===== config.mk =====
export PLATFORM = sky130hd
export DESIGN_NAME = pre_if_stage
export DESIGN_NICKNAME = d
export VERILOG_FILES = /design/src/rtl/pre_if_stage.sv
export SDC_FILE = /design/constraint.sdc
export NUM_CORES = 1
export LEC_CHECK = 0
export ABC_AREA = 1
export BUFFER_PORTS_ARGS = -buffer_cell sky130_fd_sc_hd__buf_2
export CAP_MARGIN = 20
export CORE_MARGIN = 3
export CORE_UTILIZATION = 51
export CTS_CLUSTER_SIZE = 20
export DETAILED_ROUTE_END_ITERATION = 8
export MAX_ROUTING_LAYER = met4
export PLACE_DENSITY = 0.86
export SKIP_CTS_REPAIR_TIMING = 1
export SYNTH_ARGS = -nofsm -noshare
export SYNTH_HDL_FRONTEND = slang
export SYNTH_SLANG_ARGS = --single-unit

===== constraint.sdc =====
create_clock -name clk -period 2.4 [get_ports clk]
set_clock_uncertainty 0.15 [all_clocks]
set_input_delay 0.36 -clock clk [delete_from_list [all_inputs] [get_ports clk]]
set_output_delay 0.36 -clock clk [all_outputs]
set_load 0.01 [all_outputs]

===== src/rtl/pre_if_stage.sv =====
// Pre-IF stage: owns the fetch PC, issues one instruction-SRAM request at a time and
// hands {inst, pc} to IF, absorbing branch/flush redirects that arrive mid-transaction.
module pre_if_stage (
  input  logic        clk,
  input  logic        resetn,
  output logic        inst_sram_req,
  output logic        inst_sram_wr,
  output logic [1:0]  inst_sram_size,
  output logic [3:0]  inst_sram_wstrb,
  output logic [31:0] inst_sram_addr,
  output logic [31:0] inst_sram_wdata,
  input  logic        inst_sram_addr_ok,
  input  logic        inst_sram_data_ok,
  input  logic [31:0] inst_sram_rdata,
  input  logic        br_taken,
  input  logic [31:0] br_target,
  input  logic        flush,
  input  logic [31:0] flush_target,
  input  logic        if_allowin,
  output logic        pre_if_to_if_valid,
  output logic [63:0] pre_if_to_if_data,
  output logic        pre_if_to_if_excep
);

  typedef enum logic [1:0] {
    ST_REQ  = 2'd0,
    ST_WAIT = 2'd1,
    ST_HOLD = 2'd2
  } state_e;

  localparam logic [31:0] RESET_PC = 32'h1C00_0000;

  state_e      state_q, state_d;
  logic [31:0] fetch_pc_q, fetch_pc_d;
  logic [31:0] redir_pc_q, redir_pc_d;
  logic [31:0] buf_inst_q, buf_inst_d;
  logic        discard_q, discard_d;
  logic        redir_valid_q, redir_valid_d;
  logic        buf_adef_q, buf_adef_d;

  logic        redirect;
  logic [31:0] redirect_pc;
  logic        pc_aligned;
  logic        out_valid;

  assign redirect    = flush | br_taken;
  assign redirect_pc = flush ? flush_target : br_target;
  assign pc_aligned  = (fetch_pc_q[1:0] == 2'b00);
  assign out_valid   = (state_q == ST_HOLD) & ~redirect;

  assign inst_sram_req      = resetn & (state_q == ST_REQ) & pc_aligned;
  assign inst_sram_wr       = 1'b0;
  assign inst_sram_size     = 2'b10;
  assign inst_sram_wstrb    = 4'b0000;
  assign inst_sram_wdata    = 32'h0000_0000;
  assign inst_sram_addr     = fetch_pc_q;
  assign pre_if_to_if_valid = resetn & out_valid;
  assign pre_if_to_if_data  = {buf_inst_q, fetch_pc_q};
  assign pre_if_to_if_excep = resetn & buf_adef_q;

  // Next-state logic for the fetch FSM and its redirect bookkeeping
  always_comb begin
    state_d       = state_q;
    fetch_pc_d    = fetch_pc_q;
    redir_pc_d    = redir_pc_q;
    buf_inst_d    = buf_inst_q;
    discard_d     = discard_q;
    redir_valid_d = redir_valid_q;
    buf_adef_d    = buf_adef_q;
    case (state_q)
      ST_REQ: begin
        if (!pc_aligned) begin
          // Misaligned PC never reaches the bus; it becomes an ADEF bundle unless redirected.
          if (redirect) begin
            fetch_pc_d = redirect_pc;
          end else begin
            state_d    = ST_HOLD;
            buf_inst_d = 32'h0000_0000;
            buf_adef_d = 1'b1;
          end
        end else if (inst_sram_addr_ok) begin
          state_d = ST_WAIT;
          if (redirect) begin
            discard_d     = 1'b1;
            redir_valid_d = 1'b1;
            redir_pc_d    = redirect_pc;
          end else if (redir_valid_q) begin
            discard_d = 1'b1;
          end else begin
            discard_d = 1'b0;
          end
        end else if (redirect) begin
          // The address must stay put until accepted, so the redirect waits its turn.
          redir_valid_d = 1'b1;
          redir_pc_d    = redirect_pc;
        end else begin
          state_d = ST_REQ;
        end
      end
      ST_WAIT: begin
        if (inst_sram_data_ok) begin
          if (redirect) begin
            state_d       = ST_REQ;
            fetch_pc_d    = redirect_pc;
            discard_d     = 1'b0;
            redir_valid_d = 1'b0;
          end else if (discard_q) begin
            state_d       = ST_REQ;
            fetch_pc_d    = redir_pc_q;
            discard_d     = 1'b0;
            redir_valid_d = 1'b0;
          end else begin
            state_d    = ST_HOLD;
            buf_inst_d = inst_sram_rdata;
            buf_adef_d = 1'b0;
          end
        end else if (redirect) begin
          discard_d     = 1'b1;
          redir_valid_d = 1'b1;
          redir_pc_d    = redirect_pc;
        end else begin
          state_d = ST_WAIT;
        end
      end
      ST_HOLD: begin
        if (redirect) begin
          state_d    = ST_REQ;
          fetch_pc_d = redirect_pc;
        end else if (if_allowin) begin
          state_d    = ST_REQ;
          fetch_pc_d = fetch_pc_q + 32'd4;
        end else begin
          state_d = ST_HOLD;
        end
      end
      default: begin
        state_d = ST_REQ;
      end
    endcase
  end

  // State registers with synchronous active-low reset
  always_ff @(posedge clk) begin
    if (!resetn) begin
      state_q       <= ST_REQ;
      fetch_pc_q    <= RESET_PC;
      redir_pc_q    <= 32'h0000_0000;
      buf_inst_q    <= 32'h0000_0000;
      discard_q     <= 1'b0;
      redir_valid_q <= 1'b0;
      buf_adef_q    <= 1'b0;
    end else begin
      state_q       <= state_d;
      fetch_pc_q    <= fetch_pc_d;
      redir_pc_q    <= redir_pc_d;
      buf_inst_q    <= buf_inst_d;
      discard_q     <= discard_d;
      redir_valid_q <= redir_valid_d;
      buf_adef_q    <= buf_adef_d;
    end
  end

endmodule


==> results.sh, run 1 <==
export IMPL_outcome="finished clean"
export IMPL_synthCells=1071
export IMPL_gp_congestion=0.971
export IMPL_clk_latency_ns=0.36
export IMPL_grtUsageMet1_pct=33.9
export IMPL_critPathSlowestCell="dfxtp_1"
export IMPL_wirelength_mm=19.8
export IMPL_holdWs_ns=0.0742
export IMPL_first_iter_violations=654
export IMPL_cts_max_path_buffers=2
export IMPL_grt_busiest_layer="met2"
export IMPL_leakage_nw=3.76
export IMPL_synth_area_um2=6660
export IMPL_finalSetupTns_ns=0
export IMPL_cp_max_fo=29
export IMPL_power_mw=8.51
export IMPL_placed_cells=1379
export IMPL_num_rows=41
export IMPL_drv_slew=0
export IMPL_dp_hpwl_mm=14.5
export IMPL_min_period_ns=2.21
export IMPL_cpPeakStageDelay_ns=0.35
export IMPL_cts_tree="yes"
export IMPL_cts_made_buffers=9
export IMPL_path_cells="inv_1 -> ha_1 -> nand3_1 -> o21ai_1 -> a21boi_4 -> buf_6 -> o21ai_0 -> a31oi_1"
export IMPL_fp_dieH_um=120
export IMPL_yosysUniqueCellTypes=40
export IMPL_netlist_area_leader_share_pct=30.4
export IMPL_period_share_pct=92.1
export IMPL_vias=7389
export IMPL_instances_no_fill=1395
export IMPL_overflow=0
export IMPL_grt_met2_usage_pct=44.8
export IMPL_final_util_pct=61.4
export IMPL_finalNetCount=1326
export IMPL_wl_per_cell_um=14.2
export IMPL_avgSynthCellArea_um2=6.22
export IMPL_met3_usage_pct=4.77
export IMPL_path_clk_slew_ns=0.08
export IMPL_ios=241
export IMPL_crit_required_ns=2.53
export IMPL_syn2layout_area_growth_pct=16.9
export IMPL_ir_drop_uv=608
export IMPL_drc_errors=0
export IMPL_cp_start_kind="flop"
export IMPL_synth_area_leaders="dfxtp_1 30%, nand2_1 24%, buf_4 8.5%"
export IMPL_portBuffers=201
export IMPL_max_freq_ghz=0.453
export IMPL_final_hold_viol_count=0
export IMPL_place_ws_ns=0.0681
export IMPL_drt_pre_antenna_iters=5
export IMPL_fin_area_um2=7780
export IMPL_crit_family="compound AO/OA/AOI/OAI gates"
export IMPL_ys_warn_count=0
export IMPL_crit_buf_inv=2
export IMPL_antenna_left=0
export IMPL_die_w_um=120
export IMPL_antenna_cells=0
export IMPL_p_per_area_nw_per_um2=1090
export IMPL_rrSetupSlack_ns=0.19
export IMPL_viasPerCell=5.30
export IMPL_crit_type="flop to flop"
export IMPL_cp_end_kind="flop"
export IMPL_grt_pass1_vias=6620
export IMPL_ys_ff_latch=101
export IMPL_htree_levels=3
export IMPL_core_um2=12700
export IMPL_cts_sinks=101
export IMPL_initial_core_util_pct=52.5
export IMPL_antenna_found_initial=0
export IMPL_root_buffer="clkbuf_16"
export IMPL_hp_class="input pin to flop"
export IMPL_final_setup_viol_count=0
export IMPL_grt_start_max_net_pins=56
export IMPL_ys_seq_area_share_pct=30.4
export IMPL_maxCapViolCount=0
export IMPL_yosysTopAreaCell="dfxtp_1"
export IMPL_grt_first_pass_wirelength_mm=31.6
export IMPL_drive_gt1_share_pct=21.7
export IMPL_placed_cell_area_um2=7440
export IMPL_arrival_ns=2.34
export IMPL_die_area_um2=14500
export IMPL_track_usage_pct=27.2
export IMPL_setup_ws_ns=0.190
==> state kept, by name, indices dropped and copies added (netlist names) <==
register	flops
buf_adef_q	1
buf_inst_q	32
discard_q	1
inst_sram_addr	32
redir_pc_q	32
redir_valid_q	1
state_q	2
==> cell usage in the layout, fill, tap and decap left out, types with 2 or more instances in the layout <==
| cell type | count |
|---|---|
| clkbuf_16 | 9 |
| nand2_1 | 419 |
| xor2_1 | 6 |
| a31oi_1 | 57 |
| nor2_2 | 4 |
| clkinv_8 | 2 |
| a22oi_1 | 27 |
| buf_4 | 25 |
| a21oi_1 | 76 |
| o21ai_1 | 17 |
| ha_1 | 5 |
| buf_2 | 201 |
| nand3_1 | 24 |
| or2_2 | 3 |
| a21oi_2 | 2 |
| buf_6 | 2 |
| xnor2_1 | 5 |
| o211ai_1 | 4 |
| inv_8 | 4 |
| o221ai_1 | 2 |
| conb_1 | 39 |
| nand3b_1 | 3 |
| o21ai_0 | 39 |
| nor2_1 | 76 |
| dfxtp_1 | 101 |
| inv_2 | 3 |
| o22ai_1 | 3 |
| nand4_1 | 2 |
| nor3_1 | 5 |
| inv_1 | 44 |
==> cell families after synthesis <==
family          after synthesis  share of synthesized area [%]
simple gates                539                           31.8
compound gates              233                           20.3
buf+inv                     180                           15.0
flops                       101                           30.4
xor+xnor                     11                           1.45
fa+ha+maj                     5                          0.940
other cells                   2                          0.113
==> tightest hold or removal path, stage by stage <==
cell and delay (ns):
buf_2 0.07, a22oi_1 0.05, nor2_1 0.07
==> final cells by class <==
class / instances / area (um^2)
clock buffers: 9 / 225
clock inverters: 7 / 86.3
fillers: 1224 / 4890
inverters: 49 / 190
multi-input cells: 827 / 3790
flip-flops and latches: 101 / 2020
well taps: 172 / 215
repair buffers: 230 / 1250
==> routing by layer <==
layer / routed length (um) / share of wire (%)
met1: 8430 / 43
met2: 9600 / 49
met3: 1370 / 6.9
met4: 383 / 1.9
met5: 0 / 0
==> worst paths after layout <==
check,start,end,cells after the start
worst max-delay path,state_q[1],redir_pc_q[30],8
worst min-delay path,inst_sram_rdata[12],buf_inst_q[12],3
worst max register to register,state_q[1],redir_pc_q[30],8
worst min register to register,buf_adef_q,buf_adef_q,2
==> cells in the mapped netlist <==
cell type,n
a211oi_1,1
a21boi_1,1
a21oi_1,77
a21oi_2,1
a22oi_1,27
a31oi_1,57
buf_1,4
buf_2,15
buf_4,75
buf_6,3
clkbuf_1,34
clkinv_1,1
clkinv_2,1
conb_1,2
dfxtp_1,101
ha_1,5
inv_1,44
inv_2,3
nand2_1,419
nand2_2,1
nand3_1,24
nand3b_1,3
nand4_1,2
nor2_1,76
nor2_2,4
nor2_4,1
nor3_1,5
nor3_4,1
o2111ai_1,1
o2111ai_2,1
o211ai_1,4
o21ai_0,39
o21ai_1,17
o21bai_1,1
o221ai_1,2
o22ai_1,3
o31ai_1,1
or2_2,3
xnor2_1,5
xor2_1,6
==> report_power, final <==
part           internal [mW]  switching [mW]  total, mW  leakage [nW]
clock                  0.754           0.782       1.54         0.153
combinational           1.60            2.65       4.25          2.78
sequential              2.18           0.544       2.73         0.827
total                   4.53            3.97       8.51          3.76
Note: power is estimated with default switching activity, not from simulation.
==> run 2, diff against run 1 <==
--- a/config.mk
+++ b/config.mk
@@ -9,11 +9,12 @@
 export BUFFER_PORTS_ARGS = -buffer_cell sky130_fd_sc_hd__buf_2
 export CAP_MARGIN = 20
 export CORE_MARGIN = 3
-export CORE_UTILIZATION = 51
+export CORE_UTILIZATION = 40
 export CTS_CLUSTER_SIZE = 20
 export DETAILED_ROUTE_END_ITERATION = 8
 export MAX_ROUTING_LAYER = met4
-export PLACE_DENSITY = 0.86
+export PLACE_DENSITY = 0.71
+export SETUP_SLACK_MARGIN = 0.2
 export SKIP_CTS_REPAIR_TIMING = 1
 export SYNTH_ARGS = -nofsm -noshare
 export SYNTH_HDL_FRONTEND = slang
==> results.sh, run 2 (same netlist as run 1, synthesis figures left out) <==
export IMPL_cp_end_kind="flop"
export IMPL_path_clk_slew_ns=0.08
export IMPL_maxCapViolCount=0
export IMPL_core_um2=16100
export IMPL_crit_required_ns=2.54
export IMPL_die_w_um=135
export IMPL_grt_first_pass_wirelength_mm=32.4
export IMPL_overflow=0
export IMPL_final_setup_viol_count=0
export IMPL_grt_pass1_vias=6551
export IMPL_drive_gt1_share_pct=22.1
export IMPL_p_per_area_nw_per_um2=1100
export IMPL_antenna_cells=0
export IMPL_ios=241
export IMPL_layout_commonest_cell="nand2_1"
export IMPL_cts_tree="yes"
export IMPL_slew_headroom_pct=51.9
export IMPL_drv_slew=0
export IMPL_min_period_ns=2.00
export IMPL_finalSetupTns_ns=0
export IMPL_intPower_mw=4.65
export IMPL_power_mw=8.67
export IMPL_clkPwrFrac_pct=17.7
export IMPL_min_delay_start="inst_sram_rdata[20]"
export IMPL_gp_congestion=0.947
export IMPL_crit_type="flop to flop"
export IMPL_arrival_ns=2.13
export IMPL_track_usage_pct=22.2
export IMPL_drt_pre_antenna_iters=5
export IMPL_leakage_nw=3.77
export IMPL_clk_latency_ns=0.36
export IMPL_final_hold_viol_count=0
export IMPL_r2r_start="state_q[0]"
export IMPL_rsz0062_at_grt="false"
export IMPL_fp_dieH_um=135
export IMPL_seq_power_share_pct=31.6
export IMPL_antenna_found_initial=0
export IMPL_syn2layout_area_growth_pct=18.4
export IMPL_dp_hpwl_mm=14.8
export IMPL_period_share_pct=83.2
export IMPL_max_freq_ghz=0.501
export IMPL_finalNetCount=1324
export IMPL_htree_levels=3
export IMPL_outcome="finished clean"
export IMPL_ir_drop_uv=600
export IMPL_power_switching_mw=4.03
export IMPL_cts_max_path_buffers=2
export IMPL_cts_sinks=101
export IMPL_final_cell_mix="417 x nand2_1, 201 x buf_2, 100 x dfxtp_1"
export IMPL_initial_core_util_pct=41.5
export IMPL_viasPerCell=5.02
export IMPL_swShare_pct=46.4
export IMPL_cp_start_kind="flop"
export IMPL_cts_made_buffers=9
export IMPL_grt_start_max_net_pins=56
export IMPL_drc_errors=0
export IMPL_antenna_left=0
export IMPL_power_frac_comb_pct=50.8
export IMPL_die_area_um2=18200
export IMPL_tightest_slew_ns=0.721
export IMPL_wl_per_cell_um=14.1
export IMPL_crit_start="state_q[0]"
export IMPL_hp_class="input pin to flop"
export IMPL_root_buffer="clkbuf_16"
export IMPL_wirelength_mm=20.3
export IMPL_vias=7214
export IMPL_portBuffers=201
export IMPL_cp_max_fo=32
export IMPL_first_iter_violations=461
export IMPL_num_rows=46
-- run 2: power groups by stage --
stage               sequential, mW  combinational (mW)  clock, mW
CTS                           2.73                4.33       1.56
floorplan                     2.76                3.14          0
global placement              2.75                4.25          0
finish                        2.74                4.40       1.53
global route                  2.82                4.94       1.63
detailed placement            2.77                4.31          0
-- run 2: layout make-up --
cell class                 instances  area [um^2]
clock buffer                       9          225
clock inverter                     7         88.8
fill                            1638         8170
inverter                          49          188
multi-input combinational        827         3810
sequential                       101         2020
tap                              216          270
timing repair buffer             228         1270
-- run 2: through the flow --
stage / setup slack [ns] / utilization, % / instance area (um^2) / std cells / hold slack, ns
global route: 0.214 / 49.1 / 7890 / 1437 / 0.0839
floorplan: 0.372 / - / 6800 / 1108 / 0.288
finish: 0.404 / 49.1 / 7890 / 1437 / 0.0794
detailed placement: 0.196 / 46.8 / 7520 / 1421 / 0.303
CTS: 0.178 / 48.8 / 7840 / 1437 / 0.0683
global placement: 0.244 / 46.8 / 7520 / 1421 / 0.298
-- run 2: path summary, 6_finish.rpt --
path | endpoint | slack, ns | depth (start not counted)
min reg2reg | buf_inst_q[28] | 0.32 | 2
max reg2reg | redir_pc_q[14] | 0.40 | 8
max | redir_pc_q[14] | 0.40 | 8
min | buf_inst_q[20] | 0.08 | 3
-- run 2: metal layers --
| metal | share of wire (%) | vias up | GRT usage (%) |
|---|---|---|---|
| li1 | - | 3691 | - |
| met4 | 0.85 | 0 | 4.31 |
| met5 | 0 | - | - |
| met3 | 6.4 | 17 | 3.46 |
| met1 | 46 | 3251 | 29.9 |
| met2 | 47 | 255 | 35.9 |
-- run 2: worst max-delay path, cell delays in order, from the launching register on --
cell and delay, ns:
dfxtp_1 0.34, inv_1 0.09, ha_2 0.25, nand3_2 0.14
o21ai_1 0.17, a21boi_4 0.29, buf_12 0.20, o21ai_0 0.10
a31oi_1 0.17
==> run 3, diff against run 2 <==
==> constraint.sdc (replaced) <==
create_clock -name clk -period 1.84 [get_ports clk]
set_clock_uncertainty 0.15 [all_clocks]
set_input_delay 0.276 -clock clk [delete_from_list [all_inputs] [get_ports clk]]
set_output_delay 0.276 -clock clk [all_outputs]
set_load 0.01 [all_outputs]
==> results.sh, run 3 (same netlist as run 1, synthesis figures left out) <==
export IMPL_outcome="finished, violations left"
export IMPL_violations="negative hold slack, negative setup slack"
export IMPL_cp_max_fo=5
export IMPL_core_um2=16100
export IMPL_track_usage_pct=23.6
export IMPL_grt_pass1_vias=7037
export IMPL_fp_dieH_um=135
export IMPL_final_hold_viol_count=15
export IMPL_cpPeakStageDelay_ns=0.34
export IMPL_antenna_left=0
export IMPL_gp_congestion=0.936
export IMPL_path_cells="inv_2 -> ha_4 -> clkinv_4 -> buf_6 -> o21ai_2 -> a21boi_4 -> buf_6 -> buf_12 -> clkbuf_16 -> a31oi_1"
export IMPL_arrival_ns=2.10
export IMPL_drt_pre_antenna_iters=5
export IMPL_vias=8176
export IMPL_holdWs_ns=-0.0155
export IMPL_clkPwrFrac_pct=13.4
export IMPL_min_period_ns=1.99
export IMPL_antenna_cells=0
export IMPL_crit_required_ns=1.94
export IMPL_intPower_mw=8.31
export IMPL_grt_start_max_net_pins=44
export IMPL_syn2layout_area_growth_pct=50.7
export IMPL_portBuffers=201
export IMPL_die_w_um=135
export IMPL_power_frac_comb_pct=63.4
export IMPL_power_switching_mw=6.84
export IMPL_cp_end_kind="flop"
export IMPL_crit_buf_inv=6
export IMPL_cp_common_cell="buf_6"
export IMPL_overflow=0
export IMPL_instances_no_fill=1587
export IMPL_p_per_area_nw_per_um2=1510
export IMPL_finalNetCount=1474
export IMPL_n_fill_cell=1433
export IMPL_num_rows=46
export IMPL_crit_type="flop to flop"
export IMPL_maxCapViolCount=0
export IMPL_placed_cells=1538
export IMPL_htree_levels=3
export IMPL_seq_power_share_pct=23.2
export IMPL_crit_family="buffers and inverters"
export IMPL_grt_first_pass_wirelength_mm=34.2
export IMPL_rsz0062_at_grt="true"
export IMPL_final_cell_mix="408 x nand2_1, 200 x buf_2, 137 x buf_4"
export IMPL_viasPerCell=5.15
export IMPL_ios=241
export IMPL_cp_start_kind="flop"
export IMPL_cts_tree="yes"
export IMPL_final_util_pct=62.5
export IMPL_layout_commonest_cell="nand2_1"
export IMPL_dp_hpwl_mm=16.5
export IMPL_setup_ws_ns=-0.155
export IMPL_hp_class="input pin to flop"
export IMPL_critPathSlowestCell="dfxtp_2"
export IMPL_period_share_pct=108
export IMPL_final_setup_viol_count=79
export IMPL_root_buffer="clkbuf_16"
export IMPL_swShare_pct=45.1
export IMPL_ir_drop_uv=869
export IMPL_cts_sinks=101
export IMPL_path_clk_slew_ns=0.09
export IMPL_leakage_nw=4.72
export IMPL_first_iter_violations=690
export IMPL_wl_per_cell_um=15.7
export IMPL_antenna_found_initial=0
export IMPL_drc_errors=0
export IMPL_die_area_um2=18200
export IMPL_wirelength_mm=24.8
export IMPL_initial_core_util_pct=41.5
export IMPL_finalSetupTns_ns=-5.07
export IMPL_drive_gt1_share_pct=39.2
export IMPL_clk_latency_ns=0.37
export IMPL_max_freq_ghz=0.501
export IMPL_cts_made_buffers=9
export IMPL_cts_max_path_buffers=2
export IMPL_drv_slew=0
-- run 3: changes by cell type in the layout (fill, tap and decap cells not counted), sizes merged --
cell	change
buf	+138
clkbuf	+9
dlygate4sd3	+3
clkinv	-1
inv	+1
-- run 3: area by class of cell --
cell class              count  area [um^2]  area share (%)
flip-flops and latches    101         2040            20.3
multi-input cells         827         4470            44.5
inverters                  49          196            1.96
well taps                 216          270            2.69
repair buffers            378         2750            27.4
clock buffers               9          225            2.24
clock inverters             7         83.8           0.835
-- run 3: worst paths after layout --
path,startpoint,end,slack (ns),depth (start not counted)
worst max-delay path,state_q[1],redir_pc_q[18],-0.15,10
worst min-delay path,inst_sram_rdata[21],buf_inst_q[21],-0.02,3
worst max register to register,state_q[1],redir_pc_q[18],-0.15,10
worst min register to register,buf_inst_q[27],buf_inst_q[27],0.32,2
-- run 3: routing by layer --
layer / routed length, um / track usage (%) / part of all wire, % / vias to the layer above
met2: 12200 / 39.2 / 49 / 351
li1: - / - / - / 4023
met5: 0 / - / 0 / -
met1: 10300 / 29.2 / 41 / 3741
met3: 1730 / 4.32 / 7.0 / 61
met4: 684 / 7.50 / 2.8 / 0
-- run 3: tightest hold or removal path, stage by stage --
cell,delay [ns]
buf_2,0.09
a22oi_2,0.05
nor2_1,0.07
-- run 3: power groups by stage --
stage / clock, mW / combinational, mW / sequential (mW)
6_report: 2.03 / 9.61 / 3.51
5_1_grt: 2.14 / 10.3 / 3.58
4_1_cts: 2.05 / 7.10 / 3.38
3_5_place_dp: 0 / 7.06 / 3.42
3_3_place_gp: 0 / 6.95 / 3.40
2_1_floorplan: 0 / 4.27 / 3.62
-- run 3: stage by stage --
stage	setup WS, ns	area, um^2	power, mW
3_3_place_gp	-0.0424	8580	10.3
6_report	-0.155	10000	15.2
3_5_place_dp	-0.118	8580	10.5
4_1_cts	-0.189	8890	12.5
5_1_grt	-0.216	10000	16.0
2_1_floorplan	-0.0314	6950	7.90
